==> config.mk <==
export PLATFORM = sky130hd
export DESIGN_NAME = fetch_ctrl
export DESIGN_NICKNAME = d
export VERILOG_FILES = /design/src/rtl/fetch_ctrl_pkg.sv /design/src/rtl/fetch_ctrl.sv
export SDC_FILE = /design/constraint.sdc
export NUM_CORES = 1
export LEC_CHECK = 0
export ABC_AREA = 1
export BUFFER_PORTS_ARGS = -buffer_cell sky130_fd_sc_hd__buf_4
export CAP_MARGIN = 5
export CORE_ASPECT_RATIO = 1.5
export CORE_MARGIN = 10
export CORE_UTILIZATION = 35
export CTS_BUF_LIST = sky130_fd_sc_hd__clkbuf_4
export DETAILED_ROUTE_END_ITERATION = 8
export GPL_TIMING_DRIVEN = 0
export PLACE_DENSITY_LB_ADDON = 0.3
export SLEW_MARGIN = 0
export SYNTH_ARGS = -nofsm -noshare
export SYNTH_HDL_FRONTEND = slang
export SYNTH_SLANG_ARGS = --single-unit
==> constraint.sdc <==
create_clock -name clk -period 2.15 [get_ports clk]
set_input_delay 0.43 -clock clk [delete_from_list [all_inputs] [get_ports clk]]
set_output_delay 0.43 -clock clk [all_outputs]
set_load 0.05 [all_outputs]
==> src/rtl/fetch_ctrl_pkg.sv <==
// Shared types and constants for the instruction fetch controller.
// Optional misaligned-redirect checking is enabled by defining FETCH_CTRL_ALIGN_CHK_EN.
package fetch_ctrl_pkg;

    localparam int          INST_W           = 32;
    localparam int          ADDR_W           = 32;
    localparam logic [31:0] RESET_PC_DEFAULT = 32'h8000_0000;
    localparam logic [31:0] PC_STEP          = 32'd4;

    typedef enum logic [2:0] {
        ST_IDLE  = 3'd0,
        ST_REQ   = 3'd1,
        ST_WAIT  = 3'd2,
        ST_DRAIN = 3'd3,
        ST_HOLD  = 3'd4,
        ST_FAULT = 3'd5
    } state_e;

    function automatic logic is_misaligned(input logic [ADDR_W-1:0] addr);
        return addr[1:0] != 2'b00;
    endfunction

endpackage

==> src/rtl/fetch_ctrl.sv <==
// Single-outstanding instruction fetch controller with redirect and hold-until-consumed.
// Define FETCH_CTRL_ALIGN_CHK_EN to trap misaligned redirects into a sticky FAULT state.
module fetch_ctrl
    import fetch_ctrl_pkg::*;
#(
    parameter logic [31:0] RESET_PC = RESET_PC_DEFAULT
) (
    input  logic                clk,
    input  logic                rst_n,
    input  logic                redirect_valid,
    input  logic [ADDR_W-1:0]   redirect_pc,
    output logic                imem_req,
    output logic [ADDR_W-1:0]   imem_addr,
    input  logic                imem_gnt,
    input  logic                imem_rvalid,
    input  logic [INST_W-1:0]   imem_rdata,
    output logic                inst_valid,
    output logic [INST_W-1:0]   inst,
    output logic [ADDR_W-1:0]   inst_pc,
    input  logic                inst_ready,
    output logic                fetch_fault
);

    state_e              state_q, state_d;
    logic [ADDR_W-1:0]   pc_q, pc_d;
    logic [INST_W-1:0]   inst_q, inst_d;
    logic [ADDR_W-1:0]   inst_pc_q, inst_pc_d;
    logic                inst_valid_q, inst_valid_d;
    logic                imem_req_q, imem_req_d;
    logic                fault_q, fault_d;

    logic [ADDR_W-1:0]   redirect_tgt;
    logic                redirect_bad;
    logic                redirect_live;

`ifdef FETCH_CTRL_ALIGN_CHK_EN
    assign redirect_tgt = redirect_pc;
    assign redirect_bad = is_misaligned(redirect_pc);
`else
    logic unused_redirect_lsb;
    assign unused_redirect_lsb = ^redirect_pc[1:0];
    assign redirect_tgt        = {redirect_pc[ADDR_W-1:2], 2'b00};
    assign redirect_bad        = 1'b0;
`endif

    // Redirects are honoured only in the four active states.
    assign redirect_live = redirect_valid &&
                           (state_q == ST_REQ  || state_q == ST_WAIT ||
                            state_q == ST_HOLD || state_q == ST_DRAIN);

    always_comb begin
        // NOTE: every next-state variable takes its current value first so no path infers a latch.
        state_d      = state_q;
        pc_d         = pc_q;
        inst_d       = inst_q;
        inst_pc_d    = inst_pc_q;
        inst_valid_d = inst_valid_q;
        imem_req_d   = imem_req_q;
        fault_d      = fault_q;

        case (state_q)
            ST_IDLE: begin
                state_d    = ST_REQ;
                imem_req_d = 1'b1;
            end

            ST_REQ: begin
                if (redirect_valid) begin
                    pc_d = redirect_tgt;
                    if (imem_gnt) begin
                        state_d    = ST_DRAIN;
                        imem_req_d = 1'b0;
                    end
                end else if (imem_gnt) begin
                    state_d    = ST_WAIT;
                    imem_req_d = 1'b0;
                end
            end

            ST_WAIT: begin
                if (redirect_valid) begin
                    pc_d = redirect_tgt;
                    if (imem_rvalid) begin
                        state_d    = ST_REQ;
                        imem_req_d = 1'b1;
                    end else begin
                        state_d = ST_DRAIN;
                    end
                end else if (imem_rvalid) begin
                    state_d      = ST_HOLD;
                    inst_d       = imem_rdata;
                    inst_pc_d    = pc_q;
                    inst_valid_d = 1'b1;
                end
            end

            ST_HOLD: begin
                if (redirect_valid) begin
                    pc_d         = redirect_tgt;
                    inst_valid_d = 1'b0;
                    state_d      = ST_REQ;
                    imem_req_d   = 1'b1;
                end else if (inst_ready) begin
                    pc_d         = pc_q + PC_STEP;
                    inst_valid_d = 1'b0;
                    state_d      = ST_REQ;
                    imem_req_d   = 1'b1;
                end
            end

            ST_DRAIN: begin
                // A redirect here only retargets pc; the orphaned response still has to land.
                if (redirect_valid) begin
                    pc_d = redirect_tgt;
                end
                if (imem_rvalid) begin
                    state_d    = ST_REQ;
                    imem_req_d = 1'b1;
                end
            end

            ST_FAULT: begin
                imem_req_d   = 1'b0;
                inst_valid_d = 1'b0;
            end

            default: begin
                state_d      = ST_IDLE;
                imem_req_d   = 1'b0;
                inst_valid_d = 1'b0;
            end
        endcase

        if (redirect_live && redirect_bad) begin
            state_d      = ST_FAULT;
            pc_d         = pc_q;
            fault_d      = 1'b1;
            imem_req_d   = 1'b0;
            inst_valid_d = 1'b0;
        end
    end

    always_ff @(posedge clk) begin
        // NOTE: state registers use non-blocking assignments so every flop samples pre-edge values.
        if (!rst_n) begin
            state_q      <= ST_IDLE;
            pc_q         <= RESET_PC;
            inst_q       <= '0;
            inst_pc_q    <= '0;
            inst_valid_q <= 1'b0;
            imem_req_q   <= 1'b0;
            fault_q      <= 1'b0;
        end else begin
            state_q      <= state_d;
            pc_q         <= pc_d;
            inst_q       <= inst_d;
            inst_pc_q    <= inst_pc_d;
            inst_valid_q <= inst_valid_d;
            imem_req_q   <= imem_req_d;
            fault_q      <= fault_d;
        end
    end

    assign imem_req    = imem_req_q;
    assign imem_addr   = imem_req_q ? pc_q : '0;
    assign inst_valid  = inst_valid_q;
    assign inst        = inst_q;
    assign inst_pc     = inst_pc_q;
    assign fetch_fault = fault_q;

endmodule
### Yosys cells after proc, flatten, opt, wreduce, memory -nomap -nowiden

Cells that the tools add are included.
W data, S select, Z words.

* add/subtract/negate cells: 1
* eq/ne operators: 13
* mux-type cells: 26
* bitwise gates (word level): 3
* reduce and logical (&&, ||, !) cells: 9

Operators by type and width (number)
* $mux W32: 4
* $pmux W32 S2: 1
* $add A32 B3 Y32 const B: 1
* $mux W3: 8
* $pmux W3 S6: 1
* $ne A2 B2 Y1 const B: 5
* $mux W1: 9
* $reduce_and A3 Y1: 3
* $eq A3 B2 Y1 const B: 2
* $eq A3 B3 Y1 const B: 2
* $ne A3 B3 Y1 const B: 2
* $reduce_or A3 Y1: 2
* $pmux W1 S5: 1
* $reduce_and A5 Y1: 1
* $reduce_and A4 Y1: 1
* $eq A3 B1 Y1 const B: 1
* $logic_not A3 Y1: 1
* $not A1 Y1: 3
* $pmux W1 S3: 1
* $mux W2: 1
* $ne A2 B1 Y1 const B: 1
* $reduce_bool A2 Y1: 1

* bits in registers: 101
* input bits: 70
* output and inout port bits: 99
* word-level logic and storage cells: 58

### Longest topological paths before layout

* word-level depth: 4
* depth in mapped cells: 10
* gate-level depth less buffers: 10

### Worst setup path before layout

No wires, ideal clock.

* kind: register to output
* from: register imem_req_q (netlist: imem_req)
* to: output port imem_addr[10]
* data arrival time: 1.376 ns
* setup slack: 0.344 ns
* cell stages (with the launch flop): 4
* cell sequence: dfxtp_1 -> clkbuf_1 -> nand2_1 -> inv_1

* longest elaborated chain between the ends: 1

RTL lines
* start: declaration: RTL line fetch_ctrl.sv:29 `logic imem_req_q, imem_req_d;`
* start signal: assignment: RTL line fetch_ctrl.sv:159 `imem_req_q <= imem_req_d;`
* $mux W32: RTL line fetch_ctrl.sv:165 `assign imem_addr = imem_req_q ? pc_q : '0;`
* end: declaration: RTL line fetch_ctrl.sv:13 `output logic [ADDR_W-1:0] imem_addr,`

Every way passes these cells.

### Worst setup path after layout

* from: register imem_req_q (netlist: imem_req)
* to: output port imem_addr[3]

Same word-level chain as after synthesis.

==> run summary <==
The proportion of synthesized flip-flops having asynchronous set or reset came out at 0%. The detail route stage leaves a number of antenna-violating nets equal to 0. The number of max-cap violations is 0. The DRC violations left is 0.

The worst stage delay on the critical path is 0.48 ns. At the end of routability-driven placement, the weighted congestion stood at between 0.9 and 1. The dominant synthesized flop cell is sky130_fd_sc_hd__dfxtp_1. In this run the static leakage power is 0.00308 uW. The accumulated negative setup slack came out at 0 ns. The run finished with clean final reports. The total track usage came out at ~18%.

The total of warnings raised by yosys is 0. The number of enable flip-flop cells after synthesis came out at 0. The largest buffer count on any clock path is 2. The final route contains 5354 vias.

The number of slew-limit violations in the final report came out at 0. On the final layout, the worst clock skew is around 0.012 ns. The H-tree generated during clock tree synthesis spans 3 levels. The power consumption came out at between 4000 and 5000 uW. The measured slew at the worst slew-check pin is between 0.5 and 0.6 ns. The met2 demand-to-capacity share in global routing is between 30% and 40%. The layer flagged by global routing as most heavily used is met2. The number of port buffers is around 160.

The power density of the placed cells is just over 700 nW/um^2. Summed over all nets, the half-perimeter wirelength after detailed placement is about 14 mm. The slowest stage of the critical path is the sky130_fd_sc_hd__dfxtp_1 cell. The net count of the finished layout is 1020.

The synthesized netlist occupies a cell area of 4900 sq um. Each instance of the synthesized netlist takes up on average roughly 6.3 sq um. The number of buffers created by CTS is 9. The first global-routing pass estimated roughly 27 mm of wire. The number of instances in the synthesized netlist is between 700 and 800. Cells with a size suffix above 1 make up a little under a quarter of the layout. The detailed router finished its first iteration with 321 violations. The final design utilization is between 40 and 50%. The final worst-path cycle share is between 90% and 100%.

The register area share after synthesis is 39.6%. In this run the worst path has a maximum fanout of 10. Setup repair after global routing left no endpoint under its margin. The average via count per standard cell is roughly 4.8. The clock sink count came out at between 90 and 100. The headroom to the max-slew limit is around 64%. The setup path with the least slack is of type reg -> out. The routed wirelength normalized by instance count is roughly 16 um.

The starting density of the core came out at about 36%. The number of fill cells in the layout is 1483. The number of global-route vias before repair is between 5k and 6k. The growth of design area from synthesis to finish is 32.0%. The worst path needs approximately 2.0 ns of the cycle, external delays included. The total wire length came out at ~17 mm. The tree is rooted in a sky130_fd_sc_hd__clkbuf_4. The top-level port count came out at between 150 and 200. The number of antenna violations at the first check in global routing came out at 1. The met3 demand-to-capacity share in global routing is under 10%. For this run, global-route usage on met1 was measured as a little under a fifth.

The data required time at the worst endpoint is ~1.7 ns. The kind of path behind the tightest hold check is in -> reg. The die height is approximately 160 um.

The worst setup path is launched from a flop. TritonCTS built the clock tree. The number of distinct standard cells referenced by the synthesized netlist is 32.

Entering global routing, the biggest net connects 16 pins. In this run the core area contains 52 standard-cell rows. The total die area is just under 20000 sq um. IR analysis of the VDD net gives a maximum drop of ~350 uV. The count of hold buffers inserted by post-cts repair came out at 0. Setup violations remaining at the end of the flow were counted as 0. The number of buffers and inverters on the critical path is 3. Traced cell by cell, the critical path runs through buf_2 -> nand2_1 -> inv_1 -> buf_4.

The clock transition at the register clock pins on the worst setup and hold paths after CTS is ~0.15 ns. The die is roughly 120 um wide. The kind of cell with the highest combined delay on the critical path is buffers and inverters.

The clock insertion delay at the later pin of the skew report came out at 0.45 ns. The core region is 13600 sq um. The register bit count reported by yosys is between 90 and 100. For this run the aggregate overflow at the end of global routing stands at 0. The first detailed-routing pass ran for 5 iterations. The worst path arrival time is roughly 1.6 ns. The maximum frequency from static timing analysis came out at slightly below 500 MHz.

STA classifies the critical path endpoint as an output pin. The hold violation count in the final report was 0.
==> routing by layer <==
| metal | part of all wire, % | vias up | wire (um) |
|---|---|---|---|
| met5 | 0 | - | 0 |
| met4 | 2.4 | 0 | 417 |
| met3 | 8.6 | 23 | 1500 |
| met1 | 38 | 2389 | 6530 |
| li1 | - | 2776 | - |
| met2 | 51 | 166 | 8890 |
==> layout make-up <==
type                    instances  area (sq um)  share of cell area, %
multi-input cells             574          2500                   38.7
inverters                      64           240                   3.72
clock buffers                  10          75.1                   1.16
plain buffers                  42           233                   3.60
clock inverters                 6          57.6                  0.890
diodes                          1          2.50                 0.0387
repair buffers                161          1210                   18.7
well taps                     162           203                   3.14
flip-flops and latches         97          1940                   30.0
==> worst paths after layout <==
kind,startpoint,end,slack [ns],cells after the start
hold reg to reg,inst[27],inst[27],0.53,2
setup reg to reg,pc_q[3],pc_q[20],0.25,10
hold / removal,imem_rdata[5],inst[5],0.19,3
setup / recovery,imem_req,imem_addr[3],0.13,4
==> flip-flops by register name, summed over array words and instances, names as in the netlist <==
| signal | cells |
|---|---|
| state_q | 3 |
| imem_req | 1 |
| inst_pc | 30 |
| inst | 32 |
| inst_valid | 1 |
| pc_q | 30 |
==> worst register-to-register path, cell delays in order (launching register included) <==
cell                      delay [ns]
sky130_fd_sc_hd__dfxtp_1        0.47
sky130_fd_sc_hd__ha_1           0.28
sky130_fd_sc_hd__inv_1          0.09
sky130_fd_sc_hd__nor2_1         0.27
sky130_fd_sc_hd__nand2_1        0.18
sky130_fd_sc_hd__nor2_1         0.13
sky130_fd_sc_hd__nand3_1        0.09
sky130_fd_sc_hd__nand2_1        0.09
sky130_fd_sc_hd__nand2_1        0.05
sky130_fd_sc_hd__o21ai_1        0.11
sky130_fd_sc_hd__nor2_1         0.04
==> kinds of logic after synthesis <==
logic type	Yosys count	synth area share [%]
compound gates	140	14.8
flops	97	39.6
other cells	1	0.0766
fa+ha+maj	1	0.255
xor+xnor	6	1.07
simple gates	422	34.6
buf+inv	106	9.58
==> synthesized netlist by cell type (all sizes together) (2+ instances only) <==
cell    count  area (sq um)
or2         4          25.0
a21oi      50           265
nand4       2          12.5
nand3      39           200
a31oi       2          12.5
xnor2       4          35.0
inv        63           236
clkbuf     14          52.6
dfxtp      97          1940
o21ai      85           425
o211ai      2          15.0
nand2     172           656
xor2        2          17.5
nor2      202           781
buf        28           176
==> through the flow <==
| step | hold slack (ns) | cell area [sq um] | worst slack, ns | instances |
|---|---|---|---|---|
| global placement | 0.492 | 6320 | 0.273 | 1100 |
| finish | 0.188 | 6460 | 0.129 | 1117 |
| floorplan | 0.469 | 4910 | 0.344 | 777 |
| CTS | 0.159 | 6460 | 0.0756 | 1116 |
| global route | 0.171 | 6460 | 0.0160 | 1117 |
| detailed placement | 0.499 | 6320 | 0.282 | 1100 |
==> report_power, final <==
part	internal, uW	switching [uW]	total (uW)	leakage (uW)
Sequential	1960	192	2150	0.000788
Clock	362	620	982	0.0000695
Combinational	504	1050	1550	0.00223
==> layout by cell type, fill, tap and decap left out, types with 4 or more instances in the layout <==
master / netlist / final
sky130_fd_sc_hd__o21ai_1: 10 / 10
sky130_fd_sc_hd__a21oi_1: 48 / 48
sky130_fd_sc_hd__o21ai_0: 75 / 75
sky130_fd_sc_hd__clkbuf_1: 14 / 11
sky130_fd_sc_hd__buf_4: 12 / 173
sky130_fd_sc_hd__buf_2: 15 / 16
sky130_fd_sc_hd__nand3_1: 38 / 38
sky130_fd_sc_hd__clkbuf_4: 0 / 10
sky130_fd_sc_hd__nor2_2: 6 / 6
sky130_fd_sc_hd__xnor2_1: 4 / 4
sky130_fd_sc_hd__inv_1: 57 / 57
sky130_fd_sc_hd__nor2_1: 195 / 195
sky130_fd_sc_hd__nand2_1: 168 / 168
sky130_fd_sc_hd__dfxtp_1: 97 / 97
sky130_fd_sc_hd__or2_0: 4 / 4
sky130_fd_sc_hd__clkinv_1: 1 / 4
sky130_fd_sc_hd__conb_1: 1 / 5
sky130_fd_sc_hd__nand2_2: 4 / 4
sky130_fd_sc_hd__inv_2: 6 / 6
==> timing repair <==
item                       in CTS  in global routing
gates resized for setup         3                  1
setup buffers                   0                  0
cloned                          0                  0
pin swaps                       0                  0
hold endpoints to repair        0                  0
setup endpoints to repair      21                  1
Note: power is estimated with default switching activity, not from simulation.
